$ cat src/rtl/sram_arbiter.sv
// rtl/sram_arbiter.sv - fixed-priority arbiter sharing one async 16-bit SRAM between audio reads and a host port
//
// Purpose: sequences every SRAM access (IDLE -> ACCESS -> COMPLETE), drives the
// registered SRAM strobes and data-bus enable, and returns read data with a
// one-cycle completion pulse. Audio requests always win over the host.
//
// Ports:
//   clk, reset                 system clock, synchronous active-high reset
//   aud_req, aud_addr          audio read request pulse and address
//   aud_data, aud_valid        last audio word and its update pulse
//   aud_overrun                sticky: audio request arrived while one was pending
//   host_req/we/addr/wdata     host level request, direction, address, write data
//   host_rdata, host_done      host read data and completion pulse
//   sram_addr, sram_dq_out     registered SRAM address and write data
//   sram_dq_oe, sram_dq_in     bus drive enable and bus read value
//   sram_*_n                   registered active-low SRAM strobes
module sram_arbiter #(
  parameter int ACCESS_CYCLES = 2,
  parameter int ADDR_W        = 20
) (
  input  logic              clk,
  input  logic              reset,
  input  logic              aud_req,
  input  logic [ADDR_W-1:0] aud_addr,
  output logic [15:0]       aud_data,
  output logic              aud_valid,
  output logic              aud_overrun,
  input  logic              host_req,
  input  logic              host_we,
  input  logic [ADDR_W-1:0] host_addr,
  input  logic [15:0]       host_wdata,
  output logic [15:0]       host_rdata,
  output logic              host_done,
  output logic [ADDR_W-1:0] sram_addr,
  output logic [15:0]       sram_dq_out,
  output logic              sram_dq_oe,
  input  logic [15:0]       sram_dq_in,
  output logic              sram_ce_n,
  output logic              sram_oe_n,
  output logic              sram_we_n,
  output logic              sram_ub_n,
  output logic              sram_lb_n
);

  localparam logic [1:0] ST_IDLE     = 2'd0;
  localparam logic [1:0] ST_ACCESS   = 2'd1;
  localparam logic [1:0] ST_COMPLETE = 2'd2;

  localparam logic [3:0] CNT_INIT = 4'(ACCESS_CYCLES - 1);

  logic [1:0]        state_q, state_d;
  logic [3:0]        cnt_q, cnt_d;
  logic              gnt_aud_q, gnt_aud_d;
  logic              gnt_we_q, gnt_we_d;
  logic              aud_pending_q, aud_pending_d;
  logic [ADDR_W-1:0] aud_addr_q, aud_addr_d;
  logic              aud_overrun_q, aud_overrun_d;
  logic [15:0]       aud_data_q, aud_data_d;
  logic [15:0]       host_rdata_q, host_rdata_d;
  logic              aud_valid_q, aud_valid_d;
  logic              host_done_q, host_done_d;
  logic [ADDR_W-1:0] sram_addr_q, sram_addr_d;
  logic [15:0]       dq_out_q, dq_out_d;
  logic              dq_oe_q, dq_oe_d;
  logic              ce_n_q, ce_n_d;
  logic              oe_n_q, oe_n_d;
  logic              we_n_q, we_n_d;
  logic              grant_aud;

  // Strobes are registered, so they are computed from the state being entered.
  always_comb begin
    state_d       = state_q;
    cnt_d         = cnt_q;
    gnt_aud_d     = gnt_aud_q;
    gnt_we_d      = gnt_we_q;
    aud_pending_d = aud_pending_q;
    aud_addr_d    = aud_addr_q;
    aud_overrun_d = aud_overrun_q;
    aud_data_d    = aud_data_q;
    host_rdata_d  = host_rdata_q;
    aud_valid_d   = 1'b0;
    host_done_d   = 1'b0;
    sram_addr_d   = sram_addr_q;
    dq_out_d      = dq_out_q;
    dq_oe_d       = dq_oe_q;
    ce_n_d        = ce_n_q;
    oe_n_d        = oe_n_q;
    we_n_d        = we_n_q;
    grant_aud     = 1'b0;

    case (state_q)
      ST_IDLE: begin
        if (aud_pending_q) begin
          state_d     = ST_ACCESS;
          cnt_d       = CNT_INIT;
          gnt_aud_d   = 1'b1;
          gnt_we_d    = 1'b0;
          grant_aud   = 1'b1;
          sram_addr_d = aud_addr_q;
          ce_n_d      = 1'b0;
          oe_n_d      = 1'b0;
          we_n_d      = 1'b1;
          dq_oe_d     = 1'b0;
        end else if (host_req) begin
          state_d     = ST_ACCESS;
          cnt_d       = CNT_INIT;
          gnt_aud_d   = 1'b0;
          gnt_we_d    = host_we;
          sram_addr_d = host_addr;
          ce_n_d      = 1'b0;
          oe_n_d      = host_we;
          we_n_d      = ~host_we;
          dq_oe_d     = host_we;
          if (host_we) begin
            dq_out_d = host_wdata;
          end
        end else begin
          ce_n_d  = 1'b1;
          oe_n_d  = 1'b1;
          we_n_d  = 1'b1;
          dq_oe_d = 1'b0;
        end
      end
      ST_ACCESS: begin
        if (cnt_q == 4'd0) begin
          state_d     = ST_COMPLETE;
          ce_n_d      = 1'b1;
          oe_n_d      = 1'b1;
          we_n_d      = 1'b1;
          // Keep driving write data one cycle past WE rising for hold time.
          dq_oe_d     = gnt_we_q;
          aud_valid_d = gnt_aud_q;
          host_done_d = ~gnt_aud_q;
          if (gnt_aud_q) begin
            aud_data_d = sram_dq_in;
          end else if (!gnt_we_q) begin
            host_rdata_d = sram_dq_in;
          end
        end else begin
          cnt_d = 4'(cnt_q - 4'd1);
        end
      end
      ST_COMPLETE: begin
        state_d = ST_IDLE;
        ce_n_d  = 1'b1;
        oe_n_d  = 1'b1;
        we_n_d  = 1'b1;
        dq_oe_d = 1'b0;
      end
      default: begin
        state_d = ST_IDLE;
        ce_n_d  = 1'b1;
        oe_n_d  = 1'b1;
        we_n_d  = 1'b1;
        dq_oe_d = 1'b0;
      end
    endcase

    // A request in the grant cycle re-arms pending rather than counting as overrun.
    if (aud_req) begin
      aud_pending_d = 1'b1;
      aud_addr_d    = aud_addr;
      if (aud_pending_q && !grant_aud) begin
        aud_overrun_d = 1'b1;
      end
    end else if (grant_aud) begin
      aud_pending_d = 1'b0;
    end
  end

  always_ff @(posedge clk) begin
    if (reset) begin
      state_q       <= ST_IDLE;
      cnt_q         <= 4'd0;
      gnt_aud_q     <= 1'b0;
      gnt_we_q      <= 1'b0;
      aud_pending_q <= 1'b0;
      aud_addr_q    <= '0;
      aud_overrun_q <= 1'b0;
      aud_data_q    <= 16'h0000;
      host_rdata_q  <= 16'h0000;
      aud_valid_q   <= 1'b0;
      host_done_q   <= 1'b0;
      sram_addr_q   <= '0;
      dq_out_q      <= 16'h0000;
      dq_oe_q       <= 1'b0;
      ce_n_q        <= 1'b1;
      oe_n_q        <= 1'b1;
      we_n_q        <= 1'b1;
    end else begin
      state_q       <= state_d;
      cnt_q         <= cnt_d;
      gnt_aud_q     <= gnt_aud_d;
      gnt_we_q      <= gnt_we_d;
      aud_pending_q <= aud_pending_d;
      aud_addr_q    <= aud_addr_d;
      aud_overrun_q <= aud_overrun_d;
      aud_data_q    <= aud_data_d;
      host_rdata_q  <= host_rdata_d;
      aud_valid_q   <= aud_valid_d;
      host_done_q   <= host_done_d;
      sram_addr_q   <= sram_addr_d;
      dq_out_q      <= dq_out_d;
      dq_oe_q       <= dq_oe_d;
      ce_n_q        <= ce_n_d;
      oe_n_q        <= oe_n_d;
      we_n_q        <= we_n_d;
    end
  end

  assign aud_data    = aud_data_q;
  assign aud_valid   = aud_valid_q;
  assign aud_overrun = aud_overrun_q;
  assign host_rdata  = host_rdata_q;
  assign host_done   = host_done_q;
  assign sram_addr   = sram_addr_q;
  assign sram_dq_out = dq_out_q;
  assign sram_dq_oe  = dq_oe_q;
  assign sram_ce_n   = ce_n_q;
  assign sram_oe_n   = oe_n_q;
  assign sram_we_n   = we_n_q;
  // Always full 16-bit words, so byte lanes follow chip enable.
  assign sram_ub_n   = ce_n_q;
  assign sram_lb_n   = ce_n_q;

endmodule

$ cat config.mk
export PLATFORM = sky130hd
export DESIGN_NAME = sram_arbiter
export DESIGN_NICKNAME = d
export VERILOG_FILES = /design/src/rtl/sram_arbiter.sv
export SDC_FILE = /design/constraint.sdc
export NUM_CORES = 1
export LEC_CHECK = 0
export CAP_MARGIN = 20
export CORE_MARGIN = 3
export CORE_UTILIZATION = 45
export CTS_BUF_LIST = sky130_fd_sc_hd__clkbuf_4 sky130_fd_sc_hd__clkbuf_8 sky130_fd_sc_hd__clkbuf_16
export DETAILED_ROUTE_END_ITERATION = 10
export DONT_BUFFER_PORTS = 1
export MAX_ROUTING_LAYER = met4
export PLACE_DENSITY = 0.69
export SLEW_MARGIN = 20
export SYNTH_ARGS = -nofsm -noshare
export SYNTH_HDL_FRONTEND = slang
export SYNTH_SLANG_ARGS = --single-unit
$ cat constraint.sdc
create_clock -name clk -period 3.57 [get_ports clk]
set_input_delay 0.357 -clock clk [delete_from_list [all_inputs] [get_ports clk]]
set_output_delay 0.357 -clock clk [all_outputs]
set_load 0.1 [all_outputs]
==> results of run 1 <==
==> path summary, 6_finish.rpt <==
path                            from                   endpoint  slack, ns  depth (start not counted)
min                            reset       aud_valid$_SDFF_PP0_       0.06                          1
max reg2reg  state_q[0]$_SDFFE_PP0P_  aud_data[12]$_SDFFE_PP0P_       1.54                          4
min reg2reg    cnt_q[1]$_SDFFE_PP0P_      cnt_q[1]$_SDFFE_PP0P_       0.50                          2
max          state_q[0]$_SDFFE_PP0P_  aud_data[12]$_SDFFE_PP0P_       1.54                          4
==> through the flow <==
| step | cells | hold slack, ns | instance area, um2 | util, % | setup slack (ns) |
|---|---|---|---|---|---|
| 2_1_floorplan | 454 | 0.460 | 4280 | - | 1.82 |
| 3_5_place_dp | 542 | 0.438 | 4260 | 47.5 | 1.57 |
| 3_3_place_gp | 542 | 0.435 | 4260 | 47.5 | 1.66 |
| 5_1_grt | 558 | 0.0167 | 4480 | 49.9 | 1.37 |
| 6_report | 558 | 0.0635 | 4480 | 49.9 | 1.54 |
| 4_1_cts | 558 | 0.0380 | 4480 | 49.9 | 1.55 |
==> cells in the mapped netlist (2+ instances only) <==
library cell               number
sky130_fd_sc_hd__a31oi_1        2
sky130_fd_sc_hd__nor3_1         5
sky130_fd_sc_hd__clkbuf_2       2
sky130_fd_sc_hd__nand3_1       17
sky130_fd_sc_hd__o21ai_1       11
sky130_fd_sc_hd__dfxtp_1      104
sky130_fd_sc_hd__buf_2         24
sky130_fd_sc_hd__nor2_1        29
sky130_fd_sc_hd__a211oi_1      20
sky130_fd_sc_hd__or3_1          3
sky130_fd_sc_hd__inv_1          3
sky130_fd_sc_hd__a21oi_1       58
sky130_fd_sc_hd__ha_1           2
sky130_fd_sc_hd__clkbuf_1      14
sky130_fd_sc_hd__a21o_1         2
sky130_fd_sc_hd__nand4_1       16
sky130_fd_sc_hd__nor2b_1        2
sky130_fd_sc_hd__or4_1          2
sky130_fd_sc_hd__o21ai_0       24
sky130_fd_sc_hd__o21bai_1       2
sky130_fd_sc_hd__buf_4          2
sky130_fd_sc_hd__nand2_1        5
sky130_fd_sc_hd__mux2i_1       56
sky130_fd_sc_hd__buf_6          3
sky130_fd_sc_hd__or3b_1         2
sky130_fd_sc_hd__nand2b_1      34
==> critical path: stages (launching register included) <==
cell and delay, ns:
sky130_fd_sc_hd__dfxtp_1 0.46, sky130_fd_sc_hd__nor2b_1 0.17, sky130_fd_sc_hd__buf_4 0.26, sky130_fd_sc_hd__and3_1 0.78
sky130_fd_sc_hd__mux2i_1 0.27
==> metal layers <==
| metal | up-vias | track usage, % | wire (um) |
|---|---|---|---|
| met1 | 1496 | 21.7 | 4010 |
| met5 | - | - | 0 |
| met3 | 9 | 7.71 | 1070 |
| met4 | 0 | 4.27 | 74 |
| met2 | 130 | 28.8 | 4660 |
| li1 | 1548 | - | - |
==> layout make-up <==
class                   instances  area, um2
flip-flops and latches        104       2090
multi-input cells             302       1960
well taps                     126        158
inverters                       3       11.3
fillers                       843       4490
repair buffers                  7       52.6
clock buffers                  10        138
clock inverters                 6       75.1
==> layout by cell type (no fill, tap or decap), drive strengths merged, types with 7 or more instances in the layout <==
master | synthesis | routed
a211oi | 20 | 20
a21oi | 58 | 58
buf | 29 | 7
clkbuf | 16 | 10
dfxtp | 104 | 104
mux2i | 56 | 56
nand2b | 34 | 34
nand3 | 17 | 17
nand4 | 16 | 16
nor2 | 29 | 29
o21ai | 35 | 35
==> cell families after synthesis <==
logic type | count (synthesis) | share of synthesized area, %
and+or+nand+nor | 121 | 15.8
AOI/OAI and AO/OA | 123 | 16.2
adders and majority gates | 2 | 0.585
muxes | 56 | 13.1
buffers and inverters | 48 | 5.67
DFF | 104 | 48.6
==> flip-flops by register name, indices dropped and copies added, names as in the netlist, 2 cells and up <==
| signal | flops |
|---|---|
| host_rdata | 16 |
| cnt_q | 4 |
| sram_dq_out | 16 |
| state_q | 2 |
| aud_data | 16 |
| aud_addr_q | 20 |
| sram_addr | 20 |
==> power by group <==
| group | internal [mW] | switching (mW) |
|---|---|---|
| Sequential | 1.24 | 0.524 |
| Clock | 0.354 | 0.416 |
| Combinational | 0.127 | 0.191 |
==> PnR_summary.wiki, run 1 <==
{| class="wikitable"
! Metric !! Value
|-
| Reported max-cap violation count || 0
|-
| Clock H-tree levels || 3
|-
| Unrepaired setup endpoints after global routing || no
|-
| Maximum clock frequency || 494 MHz
|-
| Worst max-slew margin expressed relative to the limit || 32.9%
|-
| CTS tree || done
|-
| Post-synthesis to final-layout area growth || 4.71%
|-
| Dominant synthesized flop cell || sky130_fd_sc_hd__dfxtp_1
|-
| Total length of routed wires || 9810 um
|-
| Number of buffers created by CTS || 9
|-
| Main area contributors after synthesis || sky130_fd_sc_hd__dfxtp_1 (49%), sky130_fd_sc_hd__mux2i_1 (13%), sky130_fd_sc_hd__a21oi_1 (6.8%)
|-
| Die area || roughly 11000 um2
|-
| Synthesized area || about 4300 um2
|-
| Worst-Skew Late Latency || approximately 0.36 ns
|-
| Clk_skew || 0.0127 ns
|-
| Post-synthesis async set-or-reset flop share || 0%
|-
| Post-Synthesis Cells || between 400 and 500
|-
| Critical path data required time || 3.85 ns
|-
| Endpoints failing setup || 0
|-
| Last weighted congestion value of the routability-driven placer || 0.759
|-
| I/O pin count || 154
|-
| Number of resized instances in the post-cts repair step || 0
|-
| Number of warnings issued by yosys || 0
|-
| Run status || completed
|-
| Critical path launch point type || flop
|-
| Critical path type || reg2reg
|-
| Vias in the first global route || 3045
|-
| Number of failing hold endpoints at the final stage || 0
|-
| Min-delay worst type || in2reg
|-
| Core box area || between 8000 and 9000 um2
|-
| Antenna violations before repair || 0
|-
| Iter 0 DRT Violations || 174
|-
| Via-to-Cell Ratio || 5.70
|-
| Buffers inserted by post-CTS timing repair || 0
|-
| Post-detailed-route DRC marker count || 0
|-
| Largest net degree at the start of global routing || 120
|-
| Yosys cell types || 36
|-
| Final setup TNS || 0 ns
|-
| Die outline width || 104 um
|-
| Number of buffers inserted by port buffering || 0
|-
| Cell area power density || 637 nW/um2
|-
| Total nets after synthesis || 533
|-
| Fraction of final layout cells with drive strength greater than 1 || under 10%
|-
| Worst Tran Pin Value || roughly 1 ns
|-
| Final HPWL DP || 6800 um
|-
| Number of hold-repair buffers added at the cts stage || 0
|-
| Kind of end point of the critical path || flop
|-
| Initial core utilization || a little under half
|-
| Critical path peak fanout || 22
|-
| Arrival @ worst endpoint || 2.31 ns
|-
| Synth area leader || sky130_fd_sc_hd__dfxtp_1
|-
| Mapped Avg Cell Area || about 9.4 um2
|-
| Synth top area share || 48.6%
|-
| DIE HEIGHT || 104 um
|-
| Portion of the post-synthesis area used by sequential elements || 48.6%
|-
| Min Clock Period, post-route || 2.03 ns
|-
| Flops & latches, synth || 104
|-
| Clock-pin slew on the worst setup and hold paths || around 0.10 ns
|-
| Number of nets in the layout || 506
|-
| Initial DRT Pass Iterations || 5
|-
| Final cycle utilization of the critical path || 56.7%
|-
| Total power draw || 2.85 mW
|-
| Number of enable flip-flop cells after synthesis || 0
|-
| Cell at the root of the clock tree || sky130_fd_sc_hd__clkbuf_8
|-
| Number of buffers between clock root and the deepest sink || 2
|-
| Mean routed wirelength per cell || about 18 um
|-
| Via count || about 3200
|-
| Pins over their slew limit || 0
|-
| All-layer global routing usage || about 18%
|-
| Wire length of the first global-routing pass || around 16000 um
|-
| Static power due to leakage || 1.60 nW
|-
| Sinks on Clock Net || 104
|-
| Antenna Nets Post-Route || 0
|-
| Ant diodes || 0
|-
| Core Rows || 34
|-
| Worst IR drop on VDD || roughly 0.34 mV
|-
| Remaining global-route overflow || 0
|}
Power figures use the tool's default switching activity.
==> run 2, diff against run 1 <==
Settings changed: ABC_AREA from default to 1.
Clock period 3.57 ns to 2 ns, I/O delays scaled along.
==> PnR_summary.wiki, run 2 <==
{| class="wikitable"
! Metric !! Value
|-
| Run status || completed (unchanged)
|-
| Internal || 3.33 mW (was 1.72 mW)
|-
| DIE HEIGHT || 101 um (was 104 um)
|-
| Worst IR drop on VDD || 0.510 mV (was 0.336 mV)
|-
| Antenna violations before repair || 0 (unchanged)
|-
| Post-detailed-route DRC marker count || 0 (unchanged)
|-
| Flops & latches, synth || 104 (unchanged)
|-
| Synth top area share || 50.9% (was 48.6%)
|-
| Met3 usage in global routing || 4.20% (was 7.71%)
|-
| Most Used Layer, Global Route || met2 (unchanged)
|-
| Initial core utilization || 46.7% (was 47.7%)
|-
| Iter 0 DRT Violations || 110 (was 174)
|-
| Synthesized area || 4090 um2 (was 4280 um2)
|-
| Pins over their slew limit || 0 (unchanged)
|-
| Core box area || 8760 um2 (was 8980 um2)
|-
| Yosys cell types || 26 (was 36)
|-
| All-layer global routing usage || 21.6% (was 18.2%)
|-
| Post-route setup slack || 0.432 ns (was 1.54 ns)
|-
| Sequential fraction of design power || 40.5% (was 61.9%)
|-
| Crit-path leading delay family || simple AND/OR/NAND/NOR gates (unchanged)
|-
| Met2 Usage GRT || 36.2% (was 28.8%)
|-
| Wire length of the first global-routing pass || 17300 um (was 15800 um)
|-
| Clock-pin slew on the worst setup and hold paths || 0.11 ns (was 0.10 ns)
|-
| Critical path type || reg2reg (unchanged)
|-
| Dominant synthesized flop cell || sky130_fd_sc_hd__dfxtp_1 (unchanged)
|-
| Final HPWL DP || 7290 um (was 6800 um)
|-
| Synthesized-area fraction occupied by and/or/nand/nor cells || 29.0% (was 15.8%)
|-
| Kind of end point of the critical path || flop (unchanged)
|-
| Mean routed wirelength per cell || 14.2 um (was 17.6 um)
|-
| Ant diodes || 0 (unchanged)
|-
| Number of resized instances in the post-cts repair step || 0 (unchanged)
|-
| Static power due to leakage || 2.45 nW (was 1.60 nW)
|-
| Worst-Skew Late Latency || 0.36 ns (about the same)
|-
| I/O pin count || 154 (unchanged)
|-
| Maximum clock frequency || 638 MHz (was 494 MHz)
|-
| Final cycle utilization of the critical path || 78.4% (was 56.7%)
|-
| Critical path launch point type || flop (unchanged)
|-
| Core Rows || 34 (unchanged)
|-
| Antenna Nets Post-Route || 0 (unchanged)
|-
| Total net switching power || 2.48 mW (was 1.13 mW)
|-
| Combinational share of power || 36.1% (was 11.1%)
|-
| Remaining global-route overflow || 0 (unchanged)
|-
| Total power draw || 5.81 mW (was 2.85 mW)
|-
| Number of buffers created by CTS || 9 (unchanged)
|-
| Parity-gate share of the synthesized area counting xor and xnor cells || 0% (unchanged)
|-
| Final setup TNS || 0 ns (unchanged)
|-
| Die outline width || 101 um (was 104 um)
|-
| CTS tree || done (unchanged)
|-
| Total length of routed wires || 11000 um (was 9810 um)
|-
| Critical path data required time || 2.27 ns (was 3.85 ns)
|-
| Via-to-Cell Ratio || 4.99 (was 5.70)
|-
| Reported max-cap violation count || 0 (unchanged)
|-
| Clk_skew || 0.0163 ns (was 0.0127 ns)
|-
| Cell at the root of the clock tree || sky130_fd_sc_hd__clkbuf_8 (unchanged)
|-
| Commonest cells post-synth || sky130_fd_sc_hd__nor2_1 (149), sky130_fd_sc_hd__nand2_1 (122), sky130_fd_sc_hd__dfxtp_1 (104) (was sky130_fd_sc_hd__dfxtp_1 (104), sky130_fd_sc_hd__a21oi_1 (58), sky130_fd_sc_hd__mux2i_1 (56))
|-
| Commonest non-fill, non-tap cell in the layout || sky130_fd_sc_hd__nor2_1 (was sky130_fd_sc_hd__dfxtp_1)
|-
| Worst setup timing slack at the placement stage || 0.454 ns (was 1.57 ns)
|-
| Cell area power density || 1090 nW/um2 (was 637 nW/um2)
|-
| Initial DRT Pass Iterations || 4 (was 5)
|-
| Critical path peak fanout || 32 (was 22)
|-
| Worst Tran Pin Value || 1.00 ns (was 1.01 ns)
|-
| Post-Synthesis Cells || 561 (was 454)
|-
| Mapped Avg Cell Area || 7.29 um2 (was 9.43 um2)
|-
| Worst max-slew margin expressed relative to the limit || 32.9% (about the same)
|-
| Arrival @ worst endpoint || 1.84 ns (was 2.31 ns)
|-
| Number of failing hold endpoints at the final stage || 0 (unchanged)
|-
| Portion of netlist area occupied by mux cells || 0% (was 13.1%)
|-
| Total nets after synthesis || 640 (was 533)
|-
| Synth area leader || sky130_fd_sc_hd__dfxtp_1 (unchanged)
|-
| Number of buffers inserted by port buffering || 0 (unchanged)
|-
| Cell area reported after detailed placement || 4700 um2 (was 4260 um2)
|-
| Cell with the most instances after synthesis || sky130_fd_sc_hd__nor2_1 (was sky130_fd_sc_hd__dfxtp_1)
|-
| Part of the power in the clock network || 23.4% (was 27.0%)
|-
| Most Frequent Cell on Critical Path || sky130_fd_sc_hd__nand2_1
|-
| Grt met1 use || 25.7% (was 21.7%)
|-
| Fraction of final layout cells with drive strength greater than 1 || 17.7% (was 6.71%)
|-
| Buffers and inverters on the worst path || 2 (was 1)
|-
| Clock H-tree levels || 3 (unchanged)
|-
| Unrepaired setup endpoints after global routing || no (unchanged)
|-
| Main area contributors after synthesis || sky130_fd_sc_hd__dfxtp_1 (51%), sky130_fd_sc_hd__nor2_1 (14%), sky130_fd_sc_hd__nand2_1 (11%) (was sky130_fd_sc_hd__dfxtp_1 (49%), sky130_fd_sc_hd__mux2i_1 (13%), sky130_fd_sc_hd__a21oi_1 (6.8%))
|-
| Sinks on Clock Net || 104 (unchanged)
|-
| Number of nets in the layout || 742 (was 506)
|-
| Cell with the largest stage delay on the worst path || sky130_fd_sc_hd__dfxtp_1 (was sky130_fd_sc_hd__and3_1)
|-
| Switching power as a share of total power || 42.7% (was 39.6%)
|-
| Largest stage delay on the critical path || 0.33 ns (was 0.78 ns)
|-
| Number of buffers between clock root and the deepest sink || 2 (unchanged)
|-
| Area of all placed cells without fillers || 5330 um2 (was 4480 um2)
|-
| Adder-cell share of the synthesized area || 0.612% (was 0.585%)
|-
| Vias in the first global route || 3643 (was 3045)
|-
| List of cells traversed by the critical path || inv_1 -> ha_1 -> nand3_2 -> nor2_4 -> buf_4 -> nand2_1 -> nand2_1 -> nor2_1 (was nor2b_1 -> buf_4 -> and3_1 -> mux2i_1)
|-
| Last weighted congestion value of the routability-driven placer || 0.751 (was 0.759)
|-
| Min-delay worst type || in2reg (unchanged)
|-
| Main combinational cell family by area after synthesis || simple AND/OR/NAND/NOR gates (was compound AO/OA/AOI/OAI gates)
|-
| Commonest cells after routing, fill and taps aside || sky130_fd_sc_hd__nor2_1 (149), sky130_fd_sc_hd__nand2_1 (122), sky130_fd_sc_hd__dfxtp_1 (103) (was sky130_fd_sc_hd__dfxtp_1 (103), sky130_fd_sc_hd__a21oi_1 (58), sky130_fd_sc_hd__mux2i_1 (56))
|-
| Largest net degree at the start of global routing || 42 (was 120)
|-
| Compound-cell area share of the yosys netlist || 12.5% (was 16.2%)
|-
| Number of warnings issued by yosys || 0 (unchanged)
|-
| Number of enable flip-flop cells after synthesis || 0 (unchanged)
|-
| Portion of the post-synthesis area used by sequential elements || 50.9% (was 48.6%)
|-
| Endpoints failing setup || 0 (unchanged)
|-
| Min Clock Period, post-route || 1.57 ns (was 2.03 ns)
|-
| Die area || 10300 um2 (was 10700 um2)
|-
| Via count || 3871 (was 3183)
|-
| Post-synthesis async set-or-reset flop share || 0% (unchanged)
|-
| Post-synthesis to final-layout area growth || 30.2% (was 4.71%)
|}
-- run 2: routing by layer --
metal / vias to the layer above / wire length [um]
met5: - / 0
met4: 0 / 190
met3: 23 / 668
met2: 130 / 5610
met1: 1769 / 4530
li1: 1949 / -
-- run 2: final timing paths --
path                                             start                           end  slack [ns]  cells after the start
worst max-delay path             cnt_q[0]$_SDFFE_PP0P_      aud_data[6]$_SDFFE_PP0P_        0.43                      8
worst min-delay path                    host_wdata[10]  sram_dq_out[10]$_SDFFE_PP0P_       0.002                      2
worst max register to register   cnt_q[0]$_SDFFE_PP0P_      aud_data[6]$_SDFFE_PP0P_        0.43                      8
worst min register to register  sram_we_n$_SDFFE_PP1P_        sram_we_n$_SDFFE_PP1P_        0.48                      2
-- run 2: stage by stage --
stage	util, %	std cells	hold WS [ns]
2_1_floorplan	-	561	0.335
6_report	60.8	776	0.00187
4_1_cts	60.8	776	0.00281
5_1_grt	60.8	776	0.00388
3_5_place_dp	53.6	718	0.278
3_3_place_gp	53.6	718	0.275
-- run 2: kinds of logic (layout without fill, tap and decap cells) --
group,Yosys count,after routing
buf+inv,64,171
simple gates,291,291
compound gates,100,100
flops,104,104
fa+ha+maj,2,2
-- run 2: power by group through the flow --
stage | Sequential (mW) | Combinational (mW) | Clock [mW]
after global placement | 2.39 | 1.99 | 0
after global routing | 2.37 | 2.23 | 1.49
after detailed placement | 2.40 | 2.02 | 0
after CTS | 2.35 | 2.10 | 1.40
final | 2.35 | 2.10 | 1.36
after floorplan | 3.43 | 0.625 | 0
-- run 2: area by class of cell --
type / instances / area [um2]
Inverter: 31 / 116
Sequential cell: 104 / 2090
Fill cell: 806 / 3440
Clock buffer: 10 / 131
Tap cell: 108 / 135
Clock inverter: 6 / 76.3
Multi-Input combinational cell: 393 / 1720
Timing Repair Buffer: 124 / 1060
-- run 2: timing repair --
item | 4_1_cts | 5_1_grt
hold buffers | 42 | 0
buffers inserted | 0 | 0
endpoints found under the hold margin | 51 | 0
==> run 3, diff against run 2 <==
Settings changed: ABC_AREA 1 to 0.
Clock period 2 ns to 1.6 ns, I/O delays scaled along.
==> PnR_summary.wiki, run 3 (same netlist as run 1, synthesis figures left out) <==
{| class="wikitable"
! Metric !! Value
|-
| Via count || 3895 (was 3871)
|-
| Die area || 10700 um2 (was 10300 um2)
|-
| List of cells traversed by the critical path || inv_2 -> ha_2 -> nor3b_4 -> buf_4 -> or4_1 -> a21oi_1 (was inv_1 -> ha_1 -> nand3_2 -> nor2_4 -> buf_4 -> nand2_1 -> nand2_1 -> nor2_1)
|-
| Cell with the largest stage delay on the worst path || sky130_fd_sc_hd__or4_1 (was sky130_fd_sc_hd__dfxtp_1)
|-
| Antenna violations before repair || 0 (unchanged)
|-
| DIE HEIGHT || 104 um (was 101 um)
|-
| Cell area power density || 1150 nW/um2 (was 1090 nW/um2)
|-
| Worst hold path stage count || 2 (unchanged)
|-
| Critical path launch point type || flop (unchanged)
|-
| Endpoints failing setup || 0 (unchanged)
|-
| Area of all placed cells without fillers || 6030 um2 (was 5330 um2)
|-
| Max layer used || met4 (unchanged)
|-
| CTS tree || done (unchanged)
|-
| Worst-Skew Late Latency || 0.35 ns (was 0.36 ns)
|-
| Post-detailed-route DRC marker count || 0 (unchanged)
|-
| Run status || completed (unchanged)
|-
| Final HPWL DP || 7350 um (was 7290 um)
|-
| Cell at the root of the clock tree || sky130_fd_sc_hd__clkbuf_8 (unchanged)
|-
| Launch point of the worst reg-to-reg path || cnt_q[0]$_SDFFE_PP0P_ (unchanged)
|-
| Combinational share of power || 32.7% (was 36.1%)
|-
| Number of buffers created by CTS || 9 (unchanged)
|-
| I/O pin count || 154 (unchanged)
|-
| Antenna Nets Post-Route || 0 (unchanged)
|-
| Critical path type || reg2reg (unchanged)
|-
| Count of filler cells inserted in the layout || 692 (was 806)
|-
| Cell area reported after detailed placement || 4950 um2 (was 4700 um2)
|-
| Reg-to-reg setup timing slack || 0.07 ns (was 0.43 ns)
|-
| Wire length of the first global-routing pass || 20100 um (was 17300 um)
|-
| Fraction of final layout cells with drive strength greater than 1 || 20.5% (was 17.7%)
|-
| Worst Tran Pin Value || 0.499 ns (was 1.00 ns)
|-
| Critical path data required time || 1.88 ns (was 2.27 ns)
|-
| Largest stage delay on the critical path || 0.46 ns (was 0.33 ns)
|-
| Initial core utilization || 47.7% (was 46.7%)
|-
| Maximum clock frequency || 655 MHz (was 638 MHz)
|-
| Core box area || 8980 um2 (was 8760 um2)
|-
| Worst max-slew margin expressed relative to the limit || 66.7% (was 32.9%)
|-
| Beginning of the worst hold path || host_addr[5] (was host_wdata[10])
|-
| Final setup TNS || 0 ns (unchanged)
|-
| Sinks on Clock Net || 104 (unchanged)
|-
| Total net switching power || 2.57 mW (was 2.48 mW)
|-
| Min-delay worst type || in2reg (unchanged)
|-
| Commonest cells after routing, fill and taps aside || sky130_fd_sc_hd__dfxtp_1 (101), sky130_fd_sc_hd__buf_4 (91), sky130_fd_sc_hd__dlygate4sd3_1 (81) (was sky130_fd_sc_hd__nor2_1 (149), sky130_fd_sc_hd__nand2_1 (122), sky130_fd_sc_hd__dfxtp_1 (103))
|-
| Endpoint with the worst hold slack || sram_addr[5]$_SDFFE_PP0P_ (was sram_dq_out[10]$_SDFFE_PP0P_)
|-
| Final Hold Slack || 0.0399 ns (was 0.00187 ns)
|-
| DRT met1 WL || 5130 um (was 4530 um)
|-
| Die outline width || 104 um (was 101 um)
|-
| Pins over their slew limit || 0 (unchanged)
|-
| Sequential fraction of design power || 41.6% (was 40.5%)
|-
| Remaining global-route overflow || 0 (unchanged)
|-
| Sequential cell area || 2090 um2 (about the same)
|-
| Ant diodes || 0 (unchanged)
|-
| Final cycle utilization of the critical path || 95.4% (was 78.4%)
|-
| Met3 wire length || 755 um (was 668 um)
|-
| Total length of routed wires || 11900 um (was 11000 um)
|-
| Static power due to leakage || 2.41 nW (was 2.45 nW)
|-
| Number of failing hold endpoints at the final stage || 0 (unchanged)
|-
| Total length of routed met2 wires || 5840 um (was 5610 um)
|-
| Part of the power in the clock network || 25.7% (was 23.4%)
|-
| Iter 0 DRT Violations || 197 (was 110)
|-
| Post-route setup slack || 0.0737 ns (was 0.432 ns)
|-
| Number of buffers inserted by port buffering || 0 (unchanged)
|-
| FF-to-FF End || cnt_q[2]$_SDFFE_PP0P_ (was aud_data[6]$_SDFFE_PP0P_)
|-
| Vias in the first global route || 4003 (was 3643)
|-
| Arrival @ worst endpoint || 1.81 ns (was 1.84 ns)
|-
| Core Rows || 34 (unchanged)
|-
| Clock H-tree levels || 3 (unchanged)
|-
| Worst IR drop on VDD || 0.862 mV (was 0.510 mV)
|-
| Area occupied by multi-input gates || 1960 um2 (was 1720 um2)
|-
| Last weighted congestion value of the routability-driven placer || 0.787 (was 0.751)
|-
| Internal || 4.37 mW (was 3.33 mW)
|-
| Kind of end point of the critical path || flop (unchanged)
|-
| All-layer global routing usage || 23.1% (was 21.6%)
|-
| Reg2reg path depth || 6 (was 8)
|-
| Number of buffers between clock root and the deepest sink || 2 (unchanged)
|-
| Largest net degree at the start of global routing || 71 (was 42)
|-
| Post-synthesis to final-layout area growth || 41.0% (was 30.2%)
|-
| Unrepaired setup endpoints after global routing || no (unchanged)
|-
| Initial DRT Pass Iterations || 4 (unchanged)
|-
| Commonest non-fill, non-tap cell in the layout || sky130_fd_sc_hd__dfxtp_1 (was sky130_fd_sc_hd__nor2_1)
|-
| Worst setup timing slack at the placement stage || -0.0146 ns (was 0.454 ns)
|-
| Clk_skew || 0.0124 ns (was 0.0163 ns)
|-
| Mean routed wirelength per cell || 16.4 um (was 14.2 um)
|-
| Switching power as a share of total power || 37.1% (was 42.7%)
|-
| Min Clock Period, post-route || 1.53 ns (was 1.57 ns)
|-
| Number of nets in the layout || 676 (was 742)
|-
| Reported max-cap violation count || 0 (unchanged)
|-
| Critical path peak fanout || 4 (was 32)
|-
| Via-to-Cell Ratio || 5.36 (was 4.99)
|-
| Clock-pin slew on the worst setup and hold paths || 0.10 ns (was 0.11 ns)
|}
## run 3: cell types whose count changed in the layout (fill, tap and decap cells not counted), sizes merged, moves of 16 or more
cell,before,now
a211oi,0,20
a21oi,22,58
dlygate4sd3,42,81
inv,33,4
mux2i,0,56
nand2,124,5
nand2b,0,34
nand4,0,16
nor2,155,29
o21ai,75,35
## run 3: power groups by stage
stage | combinational [mW] | clock [mW] | sequential [mW]
6_report | 2.27 | 1.78 | 2.89
5_1_grt | 2.39 | 1.93 | 2.92
4_1_cts | 2.24 | 1.83 | 2.89
3_3_place_gp | 2.02 | 0 | 2.94
2_1_floorplan | 0.706 | 0 | 3.91
3_5_place_dp | 2.05 | 0 | 2.94
## run 3: what timing repair did
item / CTS / global route
pin swaps: 0 / 1
hold buffers: 82 / 0
setup endpoints to repair: 1 / 33
gates cloned: 0 / 0
hold endpoints to repair: 104 / 0
setup buffers: 0 / 1
resized for setup: 1 / 9
## run 3: metal layers
metal	global-route usage [%]	vias up
li1	-	1900
met1	29.0	1820
met2	38.0	161
met3	5.29	14
met4	5.89	0
met5	-	-
## run 3: stage by stage
step / instances / util [%] / power (mW)
CTS: 726 / 67.0 / 6.96
global placement: 629 / 55.2 / 4.96
finish: 727 / 67.2 / 6.94
floorplan: 454 / - / 4.61
detailed placement: 629 / 55.2 / 5.00
global route: 727 / 67.2 / 7.24
## run 3: cell type report
type / instances / area share (%)
clock inverter: 4 / 1.29
clock buffer: 11 / 2.41
tap: 126 / 2.61
inverter: 3 / 0.187
sequential: 104 / 34.6
multi-input combinational: 302 / 32.5
timing repair buffer: 177 / 26.4
## run 3: critical path: cells and delay by family, from the launching register on
kind / cells / cell delay (ns)
flops: 1 / 0.36
fa+ha+maj: 1 / 0.17
buf+inv: 2 / 0.20
compound gates: 1 / 0.13
simple gates: 2 / 0.61
## run 3: worst max-delay path by stage
stage / to / from
after CTS: aud_data[12]$_SDFFE_PP0P_ / cnt_q[0]$_SDFFE_PP0P_
after detailed placement: host_rdata[5]$_SDFFE_PP0P_ / cnt_q[0]$_SDFFE_PP0P_
after global placement: host_rdata[3]$_SDFFE_PP0P_ / cnt_q[0]$_SDFFE_PP0P_
after global routing: cnt_q[2]$_SDFFE_PP0P_ / cnt_q[0]$_SDFFE_PP0P_
final: cnt_q[2]$_SDFFE_PP0P_ / cnt_q[0]$_SDFFE_PP0P_
after floorplan: sram_lb_n / sram_ce_n$_SDFFE_PP1P_
